**src/rtl/tbus_reader.sv**
```systemverilog
// tbus_reader: read sequencer for a shared tri-state bus.
// Enables one source at a time, captures after a settle delay, then
// holds every enable off for a turnaround gap before the next read.
module tbus_reader #(
    parameter int DW     = 8,
    parameter int SEL_W  = 2,
    parameter int SETTLE = 2,
    parameter int TURN   = 1
) (
    input  logic                  clk,
    input  logic                  rst,
    input  logic                  req,
    input  logic [SEL_W-1:0]      src_sel,
    input  logic [DW-1:0]         bus_in,
    output logic [2**SEL_W-1:0]   oe_n,
    output logic [DW-1:0]         rd_data,
    output logic                  rd_valid,
    output logic                  busy
);
    localparam int N_SRC = 2**SEL_W;
    // The counter is shared by the settle and turnaround phases.
    localparam int CMAX  = (SETTLE > TURN) ? SETTLE : TURN;
    localparam int CW    = $clog2(CMAX + 1);
    localparam logic [CW-1:0] SETTLE_LD = CW'(SETTLE - 1);
    // Guarded so TURN = 0 never produces a negative load value.
    localparam logic [CW-1:0] TURN_LD   = (TURN > 0) ? CW'(TURN - 1) : '0;

    typedef enum logic [1:0] {S_IDLE, S_DRIVE, S_TURN} state_t;

    state_t             r_state, w_state_nxt;
    logic [CW-1:0]      r_cnt, w_cnt_nxt;
    logic [SEL_W-1:0]   r_sel, w_sel_nxt;
    logic [N_SRC-1:0]   r_oe_n, w_oe_nxt;
    logic [DW-1:0]      r_data, w_data_nxt;
    logic               r_valid, w_valid_nxt;
    logic [N_SRC-1:0]   w_dec_req;
    logic [N_SRC-1:0]   w_dec_held;

    // One-hot-low enable patterns for the incoming and the latched source.
    assign w_dec_req  = ~(N_SRC'(1) << src_sel);
    assign w_dec_held = ~(N_SRC'(1) << r_sel);

    // State and datapath registers; reset overrides any pending request.
    always_ff @(posedge clk) begin
        if (rst) begin
            r_state <= S_IDLE;
            r_cnt   <= '0;
            r_sel   <= '0;
            r_oe_n  <= '1;
            r_data  <= '0;
            r_valid <= 1'b0;
        end else begin
            r_state <= w_state_nxt;
            r_cnt   <= w_cnt_nxt;
            r_sel   <= w_sel_nxt;
            r_oe_n  <= w_oe_nxt;
            r_data  <= w_data_nxt;
            r_valid <= w_valid_nxt;
        end
    end

    // Next-state and next-output logic; bus_in is only looked at on the capture edge.
    always_comb begin
        w_state_nxt = r_state;
        w_cnt_nxt   = r_cnt;
        w_sel_nxt   = r_sel;
        w_oe_nxt    = r_oe_n;
        w_data_nxt  = r_data;
        w_valid_nxt = 1'b0;
        case (r_state)
            S_IDLE: begin
                w_oe_nxt = '1;
                if (req) begin
                    w_sel_nxt   = src_sel;
                    w_oe_nxt    = w_dec_req;
                    w_cnt_nxt   = SETTLE_LD;
                    w_state_nxt = S_DRIVE;
                end
            end
            S_DRIVE: begin
                if (r_cnt != '0) begin
                    w_cnt_nxt = r_cnt - 1'b1;
                    w_oe_nxt  = w_dec_held;
                end else begin
                    w_data_nxt  = bus_in;
                    w_valid_nxt = 1'b1;
                    w_oe_nxt    = '1;
                    if (TURN > 0) begin
                        w_state_nxt = S_TURN;
                        w_cnt_nxt   = TURN_LD;
                    end else begin
                        w_state_nxt = S_IDLE;
                    end
                end
            end
            S_TURN: begin
                w_oe_nxt = '1;
                if (r_cnt == '0) begin
                    w_state_nxt = S_IDLE;
                end else begin
                    w_cnt_nxt = r_cnt - 1'b1;
                end
            end
            default: begin
                w_state_nxt = S_IDLE;
                w_oe_nxt    = '1;
            end
        endcase
    end

    assign oe_n     = r_oe_n;
    assign rd_data  = r_data;
    assign rd_valid = r_valid;
    assign busy     = (r_state != S_IDLE);

endmodule

```
**config.mk**
```make
export PLATFORM = sky130hd
export DESIGN_NAME = tbus_reader
export DESIGN_NICKNAME = d
export VERILOG_FILES = /design/src/rtl/tbus_reader.sv
export SDC_FILE = /design/constraint.sdc
export NUM_CORES = 1
export LEC_CHECK = 0
export BUFFER_PORTS_ARGS = -buffer_cell sky130_fd_sc_hd__buf_2
export CORE_UTILIZATION = 25
export CTS_CLUSTER_SIZE = 24
export DETAILED_ROUTE_END_ITERATION = 10
export GPL_TIMING_DRIVEN = 0
export HOLD_SLACK_MARGIN = 0.12
export PLACE_DENSITY = 0.44
export SYNTH_ARGS = -nofsm -noshare
export SYNTH_HDL_FRONTEND = slang
export SYNTH_SLANG_ARGS = --single-unit
export TNS_END_PERCENT = 30
```
**constraint.sdc**
```tcl
create_clock -name clk -period 2.1 [get_ports clk]
set_clock_uncertainty 0.1 [all_clocks]
set_input_delay 0.105 -clock clk [delete_from_list [all_inputs] [get_ports clk]]
set_output_delay 0.105 -clock clk [all_outputs]
set_load 0.02 [all_outputs]
```
## Yosys cells after proc, flatten, opt, wreduce, memory -nomap -nowiden

Index checks and enable logic that the tools add are counted.

| cells by class | value |
|---|---|
| $add $sub $neg | 1 |
| multipliers | 0 |
| div/mod/pow operators | 0 |
| $lt $le $gt $ge | 0 |
| equal/unequal tests | 6 |
| shifts and indexed selects | 2 |
| multiplexer cells | 11 |
| bitwise gates (word level) | 4 |
| reductions and logical operators | 10 |

Operators by type and width:

| cell | number |
|---|---|
| one-hot mux 2 bit (3 select lines) | 2 |
| 2-to-1 mux 2 bit | 5 |
| 2-to-1 mux 4 bit | 2 |
| inequality test 2 bit (second input constant) | 4 |
| NOT 4 bit | 2 |
| one-hot mux 4 bit (2 select lines) | 1 |
| << shifter 1 x 2 -> 4 bit (first input constant) | 2 |
| AND reduction 3 bit | 2 |
| logical NOT 2 bit | 2 |
| AND reduction 2 bit | 2 |
| nonzero test 2 bit | 2 |
| nonzero test 3 bit | 1 |
| equality test 2 x 1 -> 1 bit (second input constant) | 1 |
| equality test 2 bit (second input constant) | 1 |
| NOT 1 bit | 2 |
| OR reduction 2 bit | 1 |
| subtractor 2 x 1 -> 2 bit (second input constant) | 1 |
| 2-to-1 mux 1 bit | 1 |

| word-level totals | value |
|---|---|
| flip-flop bits (word level) | 19 |
| latch bits | 0 |
| memory bits (writable) | 0 |
| ROM bits | 0 |
| output and inout port bits | 14 |
| memories kept | 0 |

## Depth between registers and ports, before layout

Gate-level depths: netlist (run 1).

| logic depth | value |
|---|---|
| depth after elaboration | 4 |
| gate-level depth with buffers | 6 |
| mapped depth without buffers | 5 |

## Worst setup path after synthesis (run 1)

Ideal clock, no wire load.

| timing path | value |
|---|---|
| kind | register to register |
| from | register r_state[0] |
| to | register r_state[1] |
| library setup time | 87 ps |
| data arrival time | 1239 ps |
| data required time | 1913 ps |
| path slack | 674 ps |
| stages on the path, launching flop included | 7 |
| clock period less this slack | 1426 ps |
| cell sequence | dfxtp_1 -> inv_1 -> ha_1 -> buf_6 -> nor2b_4 -> or3_1 -> o31ai_1 |

| between the ends | value |
|---|---|
| cells in the longest elaborated chain, start to end | 3 |
| elaborated cells between the ends (all ways) | 8 |
| those cells by class | 5 x eq/ne; 1 x mux; 2 x reduce/logical |

Ends and longest elaborated chain:

| element | RTL line | RTL |
|---|---|---|
| start: declaration | 30 | `state_t r_state, w_state_nxt;` |
| start signal: assignment | 53 | `r_state <= w_state_nxt;` |
| equality test 2 bit (tied with other cells) | 70 | `case (r_state)` |
| inequality test 2 bit (no line) | -- |  |
| AND reduction 3 bit (no line) | -- |  |

Several ways; a longest one is shown, not always the timed one.
A chain may end at the register's enable or synchronous reset.

## Final worst setup path (run 1)

| timing path | value |
|---|---|
| from | register r_state[0] |
| to | register r_sel[1] |

| between the ends | value |
|---|---|
| cells in the longest elaborated chain, start to end | 2 |

Ends and longest elaborated chain:

| element | RTL line | RTL |
|---|---|---|
| logical NOT 2 bit | 70 |  |
| AND reduction 2 bit (no line) | -- |  |
| end signal: assignment | 55 | `r_sel <= w_sel_nxt;` |
| end: declaration | 32 | `logic [SEL_W-1:0] r_sel, w_sel_nxt;` |

Every way passes these cells.

==> flow_summary.toml, run 1 <==
[placed_design]
gp_congestion = 0.798
dp_hpwl_um = 1550
numPortBuffers = 25

[pwr]
p_leak_nw = 0.568
ir_drop_mv = 0.253
p_per_area_nw_per_um2 = 723

[timing]
rsz0062_at_grt = "false"
fin_crit_sh_pct = 80.1
holdWs_ps = 354
finalHoldViolations = 0
worst_pin_slew_ps = 418
maxSlewViolCount = 0
final.setup.tns_ps = 0
max_freq_mhz = 595
maxSlewHeadroom_pct = 72.1
setup_viol = 0
fin_crit_ps = 1680

[floorplan]
dieArea_um2 = 4090
die_h_um = 63.9
coreArea_um2 = 3660
num_rows = 22
num_io_pins = 27
die_w_um = 63.9
start_util_pct = 26.2

[global_route]
gr-total-overflow = 0
grtUsageTotal_pct = 11.5
grt_first_pass_wirelength_um = 3620
grt_max_degree = 11
grt_pass1_vias = 828
antenna_found_initial = 0

[worst_hold_path]
hold_path.startpoint = "rd_data[3]"
hold_class = "reg2reg"
whs_path_depth = 2
min_to = "rd_data[3]"

[synthesis]
synth_area_leader_cell = "dfxtp_1"
syn_inst = 111
yosysSeqAreaShare_pct = 39.7
netlist_area_um2 = 958
yosys.cell_types.count = 28
synth_most_common_cell = "dfxtp_1"
yosys_warnings = 0
synth_top_area_share_pct = 39.7
ys_dominant_reg_cell = "dfxtp_1"
yosys-top-cells-count = "19 x dfxtp_1, 15 x a21oi_1, 14 x nand2_1"
synth_edf_count = 0
ys_top_cells_by_area = "dfxtp_1 40%, ha_1 10%, a21oi_1 7.8%, nand3_1 5.7%, nand2_1 5.5%"
synth_nets = 132
synth-async-reset-ratio_pct = 0
synth.avg_cell_area_um2 = 8.63
ys_ff_latch = 19

[clocking]
cts_resized = 0
cts_buffer_depth = 2
clock_sink_count = 19
cts_tree = "yes"
ctsHoldBuffers = 14
cts_root_buf = "clkbuf_8"
htree_levels = 1
clock_latency_ps = 260
post-cts-setup-buffers = 0
numCtsBuffers = 3
clk_pin_slew_ps = 70

[drt]
via_per_inst = 4.55
drtAntennaViolNets = 0
vias = 920
drcViolationCount = 0
drt_iter0_markers = 16
routed_wl_um = 2220
post_drt_wl_per_cell_um = 11.0
firstDrtPassIters = 4

[cells_and_area]
area_delta_synth_final_pct = 38.6
antenna_cells = 0
drive_above_1_share_pct = 23.4
fill_cells = 383
nets = 176

[critical_path]
rrSetupSlack_ps = 420
critPathLaunchType = "flop"
worstSetupPathType = "reg2reg"
crit_fanout = 10
reg2reg_from = "r_state[0]"
end_kind = "flop"
required_ps = 2130
arrival_ps = 1710
rr_worst_depth = 6
worstReg2RegEnd = "r_sel[1]"

[run]
maxCapViolCount = 0

[status]
status = "finished, final reports clean"
==> registers in the layout (all words and copies together), names as in the netlist <==
signal    flops
r_state       2
rd_data       8
r_sel         2
rd_valid      1
oe_n          4
r_cnt         2
==> cell usage in the layout, fill, tap and decap left out <==
cell	instances
buf_2	27
dfxtp_1	19
a21oi_1	15
nand2_1	14
dlygate4sd3_1	14
nand3_1	11
ha_1	8
inv_1	7
o21ai_0	6
buf_6	4
nor2_1	4
clkbuf_8	3
nor4bb_1	2
nand3b_1	2
clkbuf_1	2
nand2b_1	2
nor4b_1	1
or3b_1	1
o21ai_1	1
nor2b_4	1
o21ba_2	1
or3_1	1
o31ai_1	1
a21o_1	1
a22oi_1	1
nor2b_1	1
o41ai_1	1
and4b_1	1
nor3b_1	1
a311o_1	1
==> area by class of cell <==
class	count	area, um^2	area share (%)
plain buffers	7	58.8	4.43
clock buffers	4	45.0	3.39
well taps	48	60.1	4.52
multi-input cells	78	493	37.1
repair buffers	39	265	20.0
flip-flops and latches	19	380	28.6
inverters	7	26.3	1.98
==> worst max-delay path, cell delays in order, from the launching register on <==
cell and delay [ps]:
dfxtp_1 360, inv_1 90, ha_1 210, buf_6 140, nand3_1 60, dlygate4sd3_1 540, a21oi_1 50
==> metal layers <==
metal | part of all wire [%] | vias to the layer above | routed length (um) | global-route usage, %
li1 | - | 471 | - | -
met1 | 46 | 423 | 1010 | 13.8
met2 | 49 | 21 | 1080 | 19.9
met3 | 4.1 | 5 | 91 | 1.61
met4 | 1.6 | 0 | 36 | 5.11
met5 | 0 | - | 0 | 0
==> stage by stage <==
| step | cell area, um^2 | worst slack (ps) | instances | total power (W) | utilization [%] |
|---|---|---|---|---|---|
| floorplan | 958 | 674 | 111 | 0.000616 | - |
| global placement | 1140 | 572 | 184 | 0.000689 | 31.2 |
| detailed placement | 1140 | 548 | 184 | 0.000695 | 31.2 |
| CTS | 1330 | 406 | 202 | 0.000977 | 36.3 |
| global route | 1330 | 315 | 202 | 0.00103 | 36.3 |
| finish | 1330 | 418 | 202 | 0.000961 | 36.3 |
==> cell families after synthesis <==
kind of cell | after synthesis | synth area share [%]
and+or+nand+nor | 42 | 24.2
AOI/OAI and AO/OA | 28 | 16.8
DFF | 19 | 39.7
buffers and inverters | 14 | 8.88
adders and majority gates | 8 | 10.4
==> worst max path at each step <==
stage / from / to
after CTS: r_state[0] / r_sel[1]
after global routing: r_state[0] / r_sel[1]
final: r_state[0] / r_sel[1]
after detailed placement: r_cnt[0] / rd_data[5]
after floorplan: r_state[0] / r_state[1]
after global placement: r_state[1] / oe_n[0]
==> power breakdown <==
part | leakage, nW | switching (W) | internal [W]
Combinational | 0.390 | 0.000164 | 0.000127
Clock | 0.0228 | 0.000121 | 0.000135
Sequential | 0.155 | 0.0000185 | 0.000396
Total | 0.568 | 0.000304 | 0.000657
Power figures use the tool's default switching activity.
==> run 2: changes to the inputs <==
==> constraint.sdc (replaced) <==
create_clock -name clk -period 1.75 [get_ports clk]
set_clock_uncertainty 0.1 [all_clocks]
set_input_delay 0.0875 -clock clk [delete_from_list [all_inputs] [get_ports clk]]
set_output_delay 0.0875 -clock clk [all_outputs]
set_load 0.02 [all_outputs]
==> flow_summary.toml, run 2 (synthesis gave the netlist of run 1 again) <==
[global_route]
grtUsageTotal_pct = 11.5
grt_pass1_vias = 828
grt_first_pass_wirelength_um = 3620
gr-total-overflow = 0
grt_max_degree = 11
antenna_found_initial = 0

[run]
maxCapViolCount = 0

[clocking]
cts_tree = "yes"
clk_pin_slew_ps = 70
clock_latency_ps = 260
numCtsBuffers = 3
htree_levels = 1
clock_sink_count = 19
cts_root_buf = "clkbuf_8"
post-cts-setup-buffers = 0
cts_buffer_depth = 2

[floorplan]
dieArea_um2 = 4090
die_h_um = 63.9
num_rows = 22
start_util_pct = 26.2
die_w_um = 63.9
num_io_pins = 27
coreArea_um2 = 3660

[timing]
final.setup.tns_ps = 0
rsz0062_at_grt = "false"
maxSlewHeadroom_pct = 72.1
fin_crit_ps = 1650
setup_viol = 0
fin_crit_sh_pct = 94.4
maxSlewViolCount = 0
finalHoldViolations = 0
max_freq_mhz = 606
worst_pin_slew_ps = 418

[cells_and_area]
nets = 176
mostFrequentLayoutCells = "27 x buf_2, 18 x dfxtp_1, 15 x a21oi_1"
area_delta_synth_final_pct = 38.8
final_common_cell = "buf_2"
register_area_um2 = 382
antenna_cells = 0
largest_reg_flops = 8
stdcell_area_um2 = 1330
multi_input_area_um2 = 493
drive_above_1_share_pct = 24.0
fill_cells = 384

[drt]
drcViolationCount = 0
post_drt_wl_per_cell_um = 11.0
via_per_inst = 4.55
drtAntennaViolNets = 0
routed_wl_um = 2220
firstDrtPassIters = 4
vias = 920
drt_iter0_markers = 16

[pwr]
combPwrFrac_pct = 30.3
pwr-share-seq_pct = 43.2
p_per_area_nw_per_um2 = 868
swShare_pct = 31.6
intPower_w = 0.000790
p_leak_nw = 0.569
p_switching_w = 0.000364
ir_drop_mv = 0.307
p_clk_share_pct = 26.6

[placed_design]
gp_congestion = 0.798
dpl_cell_area_um2 = 1140
numPortBuffers = 25
dp_hpwl_um = 1550

[critical_path]
worstSetupPathType = "reg2reg"
crit_fanout = 10
required_ps = 1840
arrival_ps = 1740
end_kind = "flop"
critPathLaunchType = "flop"
cp_cell_sequence = "inv_1 -> ha_1 -> buf_6 -> nand3_1 -> dlygate4sd3_1 -> a21oi_1"
critPathBufInv = 3
cp_top_family = "buffers and inverters"
cpPeakStageDelay_ps = 550
slowest_stage = "dlygate4sd3_1"

[status]
status = "finished, final reports clean"

[worst_hold_path]
hold_class = "reg2reg"
==> run 2: cell counts in the layout (fill, tap and decap cells not counted) <==
No cell type changed its count.
==> run 2: worst paths after layout <==
| kind | startpoint | end | slack, ps | depth (start not counted) |
|---|---|---|---|---|
| worst min-delay path | rd_data[3] | rd_data[3] | 350 | 2 |
| worst max-delay path | r_state[0] | r_sel[0] | 100 | 6 |
| worst max register to register | r_state[0] | r_sel[0] | 100 | 6 |
| worst min register to register | rd_data[3] | rd_data[3] | 350 | 2 |
==> run 2: power groups by stage <==
stage	combinational, W	clock [W]	sequential, W
final	0.000349	0.000307	0.000498
after global routing	0.000391	0.000339	0.000504
after CTS	0.000353	0.000321	0.000498
after floorplan	0.000198	0	0.000541
after global placement	0.000322	0	0.000505
after detailed placement	0.000326	0	0.000508
==> run 2: repair_timing <==
action / 4_1_cts / 5_1_grt
setup endpoints to repair: 0 / 1
hold endpoints to repair: 18 / 0
resized for setup: 0 / 1
hold buffers: 14 / 0
==> run 2: stage by stage <==
stage	total power, W	hold slack (ps)	cells	worst slack (ps)	util, %
after floorplan	0.000739	132	111	324	-
after global placement	0.000827	243	184	222	31.2
after detailed placement	0.000834	247	184	198	31.2
after CTS	0.00117	358	202	55.9	36.3
after global routing	0.00123	376	202	10.4	36.3
final	0.00115	354	202	98.8	36.3
==> run 2: worst min-delay path: cells and delay by family (launching register included) <==
kind / cells / cell delay, ps
and+or+nand+nor: 1 / 50
AOI/OAI and AO/OA: 1 / 50
DFF: 1 / 310
==> run 2: cell type report <==
type                    instances  area share (%)
well taps                      48            4.52
multi-input cells              78            37.1
plain buffers                   7            4.42
inverters                       7            1.98
clock buffers                   4            3.39
flip-flops and latches         19            28.7
repair buffers                 39            19.9
==> run 2: metal layers <==
layer | global-route usage [%] | vias to the layer above | share of wire, %
met4 | 5.11 | 0 | 1.6
met2 | 19.9 | 21 | 49
li1 | - | 471 | -
met5 | 0 | - | 0
met1 | 13.8 | 423 | 46
met3 | 1.61 | 5 | 4.1
==> run 3: changes to the inputs <==
--- a/config.mk
+++ b/config.mk
@@ -11,8 +11,7 @@
 export DETAILED_ROUTE_END_ITERATION = 10
 export GPL_TIMING_DRIVEN = 0
 export HOLD_SLACK_MARGIN = 0.12
-export PLACE_DENSITY = 0.44
+export PLACE_DENSITY_LB_ADDON = 0.08
 export SYNTH_ARGS = -nofsm -noshare
 export SYNTH_HDL_FRONTEND = slang
 export SYNTH_SLANG_ARGS = --single-unit
-export TNS_END_PERCENT = 30
==> flow_summary.toml, run 3 (synthesis gave the netlist of run 1 again) <==
[critical_path]
end_kind = "flop"
arrival_ps = 1680
worstSetupPathType = "reg2reg"
cp_cell_sequence = "inv_1 -> ha_1 -> buf_6 -> nand3_1 -> dlygate4sd3_1 -> a21oi_1"
slowest_stage = "dlygate4sd3_1"
critPathBufInv = 3
cp_top_family = "buffers and inverters"
crit_fanout = 10
cpPeakStageDelay_ps = 550
required_ps = 1770
critPathLaunchType = "flop"

[cells_and_area]
stdcell_count = 202
final_common_cell = "buf_2"
area_delta_synth_final_pct = 38.8
fin_util_pct = 36.3
antenna_cells = 0
mostFrequentLayoutCells = "27 x buf_2, 18 x dfxtp_1, 15 x a21oi_1"
nets = 176
fill_cells = 379
drive_above_1_share_pct = 24.0
largest_reg_flops = 8

[drt]
vias = 880
via_per_inst = 4.36
firstDrtPassIters = 4
post_drt_wl_per_cell_um = 10.6
routed_wl_um = 2130
drtAntennaViolNets = 0
drcViolationCount = 0
drt_iter0_markers = 50

[pwr]
p_leak_nw = 0.569
p_per_area_nw_per_um2 = 861
ir_drop_mv = 0.428

[clocking]
clock_sink_count = 19
clk_pin_slew_ps = 70
numCtsBuffers = 3
cts_tree = "yes"
htree_levels = 1
cts_buffer_depth = 2
cts_root_buf = "clkbuf_8"
post-cts-setup-buffers = 0
clock_latency_ps = 250

[global_route]
grt_pass1_vias = 822
grtUsageTotal_pct = 11.0
grt_max_degree = 11
antenna_found_initial = 0
gr-total-overflow = 0
grt_first_pass_wirelength_um = 3540

[placed_design]
dp_cells = 184
numPortBuffers = 25
dpl_worst_slack_ps = 166
dp_hpwl_um = 1500
gp_congestion = 0.753

[timing]
max_freq_mhz = 600
rsz0062_at_grt = "false"
final.setup.tns_ps = 0
fin_crit_sh_pct = 95.2
maxSlewHeadroom_pct = 68.0
setup_viol = 0
fin_crit_ps = 1670
setup_ws_ps = 83.8
maxSlewViolCount = 0
finalHoldViolations = 0
worst_pin_slew_ps = 480

[floorplan]
die_h_um = 63.9
num_io_pins = 27
dieArea_um2 = 4090
num_rows = 22
die_w_um = 63.9
coreArea_um2 = 3660
start_util_pct = 26.2

[run]
maxCapViolCount = 0

[status]
status = "finished, final reports clean"

[worst_hold_path]
hold_class = "reg2reg"
run 3: tightest hold or removal path: stages, from the launching register on:
cell and delay, ps:
dfxtp_1 310, nand2_1 50, a21oi_1 50
run 3: metal layers:
metal	GRT usage, %	share of wire, %
met4	3.41	0
met5	0	0
met2	19.4	47
met1	13.3	48
met3	1.96	4.1
run 3: area by class of cell:
| type | instances | area [um^2] | area share, % |
|---|---|---|---|
| Buffer | 7 | 58.8 | 4.42 |
| Clock buffer | 4 | 45.0 | 3.39 |
| Inverter | 7 | 26.3 | 1.98 |
| Multi-Input combinational cell | 78 | 493 | 37.1 |
| Sequential cell | 19 | 382 | 28.7 |
| Tap cell | 48 | 60.1 | 4.52 |
| Timing Repair Buffer | 39 | 265 | 19.9 |
run 3: where the power goes:
part           switching (W)  internal, W  leakage (nW)  total (W)
Clock               0.000136     0.000161        0.0228   0.000298
Combinational       0.000199     0.000152         0.390   0.000351
Sequential         0.0000217     0.000476         0.156   0.000498
Total               0.000357     0.000789         0.569    0.00115
run 3: path summary, 6_finish.rpt:
kind / startpoint / end / slack (ps) / cells past startpoint
min: rd_data[1] / rd_data[1] / 350 / 2
max: r_state[1] / r_sel[1] / 80 / 6
min reg2reg: rd_data[1] / rd_data[1] / 350 / 2
max reg2reg: r_state[1] / r_sel[1] / 80 / 6
run 3: what timing repair did:
item                                   CTS  global route
setup endpoints to repair                0             2
endpoints found under the hold margin   17             0
resized for setup                        0             1
hold buffers                            14             0
run 3: stage by stage:
step / hold WS (ps) / total power (W) / cell area, um^2
after CTS: 356 / 0.00116 / 1330
after global placement: 242 / 0.000830 / 1140
final: 354 / 0.00115 / 1330
after global routing: 381 / 0.00122 / 1330
after floorplan: 132 / 0.000739 / 958
after detailed placement: 252 / 0.000835 / 1140
